## src/rtl/seg_pkg.sv

```systemverilog
// Shared definitions for the seven-segment scanner: glyph table, blank code and slot states.
package seg_pkg;

    typedef enum logic [1:0] {
        BLANK = 2'd0,
        ON    = 2'd1,
        OFF   = 2'd2
    } scan_state_t;

    localparam logic [5:0] BLANK_CODE = 6'h10;

    // Active-low {g,f,e,d,c,b,a}: hex 0-F, blank, then H L P U r n o t y - _ J u G degree.
    localparam logic [6:0] GLYPH_TABLE [32] = '{
        7'h40, 7'h79, 7'h24, 7'h30, 7'h19, 7'h12, 7'h02, 7'h78,
        7'h00, 7'h10, 7'h08, 7'h03, 7'h46, 7'h21, 7'h06, 7'h0E,
        7'h7F, 7'h09, 7'h47, 7'h0C, 7'h41, 7'h2F, 7'h2B, 7'h23,
        7'h07, 7'h11, 7'h3F, 7'h77, 7'h61, 7'h63, 7'h42, 7'h1C
    };

    function automatic logic [6:0] glyph_lookup(input logic [4:0] glyph);
        return GLYPH_TABLE[glyph];
    endfunction

endpackage

```

## src/rtl/seg_decode.sv

```systemverilog
// Combinational glyph lookup: 6-bit display code to active-low segments and decimal point.
module seg_decode (
    input  logic [5:0] code,
    output logic [6:0] seg,
    output logic       dp
);
    import seg_pkg::*;

    assign seg = glyph_lookup(code[4:0]);
    assign dp  = ~code[5];

endmodule

```

## src/rtl/seg_scanner.sv

```systemverilog
// Eight-digit multiplexed seven-segment scanner with frame snapshot and anti-ghost blanking.
// Define SEG_SCANNER_DIMMING_EN to honour the brightness input; otherwise digits stay lit for the whole slot.
module seg_scanner #(
    parameter int SUB_CYCLES   = 1024,
    parameter int BLANK_CYCLES = 256
) (
    input  logic       clk_peripheral,
    input  logic       peripheral_resetn,
    input  logic [5:0] display0,
    input  logic [5:0] display1,
    input  logic [5:0] display2,
    input  logic [5:0] display3,
    input  logic [5:0] display4,
    input  logic [5:0] display5,
    input  logic [5:0] display6,
    input  logic [5:0] display7,
    input  logic [7:0] digit_en,
    input  logic [2:0] brightness,
    output logic [7:0] an,
    output logic [6:0] seg,
    output logic       dp,
    output logic       frame_strobe
);
    import seg_pkg::*;

    localparam int SLOT_LEN = BLANK_CYCLES + 8 * SUB_CYCLES;
    localparam int CNT_W    = $clog2(SLOT_LEN + 1);
    localparam logic [CNT_W-1:0] SLOT_LAST = CNT_W'(SLOT_LEN - 1);
    localparam logic [CNT_W-1:0] ON_START  = CNT_W'(BLANK_CYCLES);

    scan_state_t      state, state_next;
    logic [CNT_W-1:0] cnt, cnt_next;
    logic [2:0]       digit, digit_next;
    logic             started;
    logic             capture;
    logic [5:0]       live_code [8];
    logic [5:0]       frame_code [8];
    logic [7:0]       frame_en;
    logic [5:0]       shown_code;
    logic             shown_en;
    logic             lit;
    logic [6:0]       dec_seg;
    logic             dec_dp;

    assign live_code[0] = display0;
    assign live_code[1] = display1;
    assign live_code[2] = display2;
    assign live_code[3] = display3;
    assign live_code[4] = display4;
    assign live_code[5] = display5;
    assign live_code[6] = display6;
    assign live_code[7] = display7;

`ifdef SEG_SCANNER_DIMMING_EN
    logic [2:0]       level, level_next;
    logic [CNT_W-1:0] on_end;

    assign on_end = ON_START + CNT_W'((int'(level) + 1) * SUB_CYCLES);
`else
    logic unused_brightness;

    assign unused_brightness = ^brightness;
`endif

    // The first edge after reset is treated as a slot-7 wrap so slot 0 starts with a fresh snapshot.
    always_comb begin
        capture    = 1'b0;
        cnt_next   = cnt + CNT_W'(1);
        digit_next = digit;
        state_next = state;
`ifdef SEG_SCANNER_DIMMING_EN
        level_next = level;
`endif
        if (!started) begin
            cnt_next   = '0;
            digit_next = 3'd0;
            state_next = BLANK;
            capture    = 1'b1;
        end else if (cnt == SLOT_LAST) begin
            cnt_next   = '0;
            digit_next = digit + 3'd1;
            state_next = BLANK;
            capture    = (digit == 3'd7);
        end else begin
            case (state)
                BLANK: begin
                    if (cnt_next == ON_START) begin
                        state_next = ON;
`ifdef SEG_SCANNER_DIMMING_EN
                        level_next = brightness;
`endif
                    end
                end
`ifdef SEG_SCANNER_DIMMING_EN
                ON: begin
                    if (cnt_next == on_end) begin
                        state_next = OFF;
                    end
                end
`endif
                default: ;
            endcase
        end
    end

    // Outputs are registered from the next-cycle view so they line up with the state they describe.
    assign shown_code = capture ? live_code[digit_next] : frame_code[digit_next];
    assign shown_en   = capture ? digit_en[digit_next] : frame_en[digit_next];
    assign lit        = (state_next == ON) && shown_en;

    seg_decode u_decode (
        .code (shown_code),
        .seg  (dec_seg),
        .dp   (dec_dp)
    );

    always_ff @(posedge clk_peripheral or negedge peripheral_resetn) begin
        if (!peripheral_resetn) begin
            state        <= BLANK;
            cnt          <= '0;
            digit        <= 3'd0;
            started      <= 1'b0;
            frame_en     <= 8'h00;
            an           <= 8'hFF;
            seg          <= 7'h7F;
            dp           <= 1'b1;
            frame_strobe <= 1'b0;
            for (int i = 0; i < 8; i++) begin
                frame_code[i] <= BLANK_CODE;
            end
`ifdef SEG_SCANNER_DIMMING_EN
            level        <= 3'd7;
`endif
        end else begin
            state        <= state_next;
            cnt          <= cnt_next;
            digit        <= digit_next;
            started      <= 1'b1;
            frame_strobe <= capture;
            if (capture) begin
                frame_en <= digit_en;
                for (int i = 0; i < 8; i++) begin
                    frame_code[i] <= live_code[i];
                end
            end
            an  <= lit ? ~(8'h80 >> digit_next) : 8'hFF;
            seg <= lit ? dec_seg : 7'h7F;
            dp  <= lit ? dec_dp : 1'b1;
`ifdef SEG_SCANNER_DIMMING_EN
            level <= level_next;
`endif
        end
    end

endmodule

```

## config.mk

```make
export PLATFORM = sky130hd
export DESIGN_NAME = seg_scanner
export DESIGN_NICKNAME = d
export VERILOG_FILES = /design/src/rtl/seg_pkg.sv /design/src/rtl/seg_decode.sv /design/src/rtl/seg_scanner.sv
export SDC_FILE = /design/constraint.sdc
export NUM_CORES = 1
export LEC_CHECK = 0
export BUFFER_PORTS_ARGS = -buffer_cell sky130_fd_sc_hd__buf_2
export CORE_MARGIN = 2
export CORE_UTILIZATION = 50
export DETAILED_ROUTE_END_ITERATION = 8
export GPL_TIMING_DRIVEN = 0
export PLACE_DENSITY = 0.83
export SLEW_MARGIN = 25
export SYNTH_ARGS = -nofsm -noshare
export SYNTH_HDL_FRONTEND = slang
export SYNTH_SLANG_ARGS = --single-unit
```

## constraint.sdc

```tcl
create_clock -name clk_peripheral -period 3.6 [get_ports clk_peripheral]
set_input_delay 0.54 -clock clk_peripheral [delete_from_list [all_inputs] [get_ports clk_peripheral]]
set_output_delay 0.54 -clock clk_peripheral [all_outputs]
set_load 0.03 [all_outputs]
```

==> summary.md <==
| Metric | Value |
|---|---|
| Seq pwr share | between 50 and 60% |
| Die Y | 105.9 µm |
| Sequential cell area | 0.002361 mm² |
| RD Place Congestion | 0.9360 |
| Share of power burned in combinational logic | roughly 17% |
| Largest net degree at the start of global routing | 56 |
| CP Data Required Time | around 4000 ps |
| Total congestion overflow | 0 |
| Worst Tran Pin Value | 698.9 ps |
| Synthesized cell area | 0.005196 mm² |
| Ys Warns | 0 |
| First-pass DRT Iterations | 5 |
| Switching pwr | roughly 640 µW |
| Worst Clk Skew | 26.02 ps |
| Placed cells | between 800 and 900 |
| WL/cell | 17.08 µm |
| Core ar. | about 0.010 mm² |
| Final Power | 2.250 mW |
| Async SR Flop Fraction | 100.0% |
| Initial antenna violation count | 0 |
| Max cap viols | 0 |
| Die footprint | 0.01122 mm² |
| Initial core utilization | 51.02% |
| Vias per Instance | ~5.7 |
| Vias | between 4k and 5k |
| Synthesized flop and latch total | 93 |
| Die Wd | 105.9 µm |
| Clk pin slew, worst setup/hold paths | 90 ps |
| Rows | 37 |
| Vias in the first global route | 4,725 |
| Outcome | finished with violations |
| Clock Latency Late Sink | 380 ps |
| CP Max Fanout | 7 |
| Hold Vio Cnt, Final | 0 |
| Quantity of I/O buffers inserted on ports | 74 |
| Post-CTS Hold Fix Bufs | 0 |
| Number of synthesized flops with an enable pin | 0 |
| Nets | around 790 |
| Drt initial violations | 453 |
| Worst rel slew slack | 53.09% |
| DR DRC count | 0 |
| Layout cells sized above 1 | 30.66% |
| CTS tree | built |
| Area Growth Syn to Fin | 25.38% |
| Int Power | 1.612 mW |
| Top_reg_cell synth | dfrtp_1 |
| Post-layout instance area | 0.006515 mm² |
| Diodes inserted | 0 |
| Placed cell area | 0.005814 mm² |
| Distinct cell type count after synthesis | 67 |
| Num CTS Buffers | 9 |
| Clock power share | 32.5% |
| Clk sinks | just over 90 |
| Root Buffer | clkbuf_8 |
| Area of the multi-input gates | between 0.002 and 0.003 mm² |
| Final hold slack | 60.74 ps |
| CTS H-tree lvls | 3 |
| Syn nets | 679 |
| Crit Path Category | reg2reg |
| Worst Hold Class | in2async |
| Post-DP HPWL | 10,290 µm |
| Nature of the critical path startpoint | flip-flop |
| Seq/Total Area, Yosys | 45.36% |
| RSZ-0062 raised after global routing | yes |
| Global Route Usage Sum | approximately a quarter |
| Post-layout minimum cycle time | 3851 ps |
| Final Max Tran Viols | 0 |
| Power density over the cells | about 350 mW/mm² |
| Average cell area after synthesis | approximately 8.6 µm² |
| Setup WS pre-CTS | -869.1 ps |
| FILL cells | 826 |
| First-pass GRT wire length | 23,240 µm |
| Top Ports | roughly 80 |
| Final antenna-violating net count | 0 |
| Final period util | 107.0% |
| CP arrival | 4150 ps |
| Max Freq | 259.6 MHz |
| VDD IR max | 0.2763 mV |
| Routed WL | 14,690 µm |
| Leak | 2.997 nW |
| Final cell count without fillers | 860 |
| CP Capture Type | flip-flop |
| # setup viols final | 7 |
| Failing checks | setup timing |
| Final worst slack | -251.5 ps |
| Mapped Cells | 606 |
| Clock buffer depth | 2 |
| Sw Ratio | 28.33% |
-- state kept, by name, summed over array words and instances, names as in the netlist --
name,cells
frame_code,48
cnt,14
an,8
frame_en,8
seg,7
digit,3
state,2
dp,1
frame_strobe,1
started,1
-- power by group through the flow --
stage               combinational [mW]  sequential [mW]  clock [mW]
floorplan                        0.191             1.16           0
CTS                              0.339             1.15       0.736
detailed placement               0.312             1.16           0
global placement                 0.300             1.16           0
global route                     0.408             1.15       0.781
finish                           0.371             1.15       0.731
-- synth_stat cells, types with 4 or more instances --
cell type	count	area, µm²
mux2_2	5	56.30
a211oi_1	5	37.54
dfrtp_1	69	1727
nor3_1	5	25.02
nand4_1	6	37.54
o21ai_0	15	75.07
and3_1	8	50.05
nor2_1	28	105.1
o221ai_1	10	87.58
dfstp_2	24	630.6
xnor2_1	10	87.58
a21oi_1	7	35.03
a221oi_1	6	52.55
mux2i_1	21	210.2
a31oi_1	8	50.05
buf_1	4	15.01
nand2_1	235	882.1
clkbuf_1	19	71.32
inv_1	10	37.54
xor2_1	7	61.31
ha_1	12	150.1
or2_2	6	37.54
buf_6	4	45.04
nand3_1	14	70.07
-- through the flow --
stage                     setup TNS [ps]  util, %
final                              -1233    63.97
after detailed placement          -10990    57.09
after global routing               -2156    63.97
after CTS                          -2153    61.43
after floorplan                    -1168        -
after global placement             -7805    56.76
-- layout make-up --
class                           instances  area share (%)
Buffer                                 32           2.881
Clock buffer                           11           2.170
Clock inverter                          5          0.9795
Inverter                               13          0.9795
Multi-Input combinational cell        467           43.98
Sequential cell                        93           36.24
Tap cell                              136           2.612
Timing Repair Buffer                  103           10.16
-- critical path, stage by stage (launching register included) --
cell and delay, ps:
dfrtp_2 460, or4b_4 580, or4_4 490, mux2i_4 280
buf_6 170, inv_8 40, buf_6 120, nand2_1 60
a31oi_1 130, o31a_1 320, buf_6 140, buf_4 140
ha_4 170, nand2_2 100, a2bb2o_2 280, a221o_1 290
-- per-layer routing --
layer	global-route usage [%]	routed length (µm)
met1	35.07	6108
met2	42.53	7136
met3	5.028	1027
met4	10.90	415
met5	0	0
-- final timing paths --
path / from / end / slack, ps / depth (start not counted)
min in group clk_peripheral: digit_en[7] / frame_en[7] / 350 / 3
setup / recovery: cnt[9] / seg[0] / -250 / 15
max in group asynchronous: peripheral_resetn / dp / 2910 / 2
hold / removal: peripheral_resetn / cnt[8] / 60 / 1
setup reg to reg: cnt[9] / seg[0] / -250 / 15
hold reg to reg: frame_code[34] / frame_code[34] / 460 / 2
-- timing repair --
| item | 4_1_cts | 5_1_grt |
|---|---|---|
| pin swaps | 18 | 19 |
| buffers inserted | 16 | 12 |
| resized for setup | 29 | 44 |
| setup endpoints to repair | 46 | 45 |
| hold endpoints to repair | 0 | 0 |
-- cell families (layout without fill, tap and decap cells) --
logic type	after synthesis	count (layout)	synth area share (%)
multiplexers	27	27	5.562
AO/OA/AOI/OAI	89	89	12.79
flip-flops	93	93	45.36
AND/OR/NAND/NOR	321	321	26.27
XOR/XNOR	17	17	2.865
other	1	1	0.07217
adder cells (fa/ha/maj)	12	12	2.889
buffers and inverters	46	164	4.190
-- cells in the final DEF, fill, tap and decap left out, types with 7 or more instances in the layout --
cell type / instances
clkbuf_8: 10
o221ai_1: 8
dfstp_2: 24
clkbuf_1: 15
dfrtp_1: 66
xnor2_1: 9
xor2_1: 7
buf_2: 73
nand3_1: 14
nand2_1: 233
inv_1: 8
o21ai_0: 8
buf_6: 13
buf_4: 23
mux2i_1: 20
nor2_1: 25
Power figures use the tool's default switching activity.
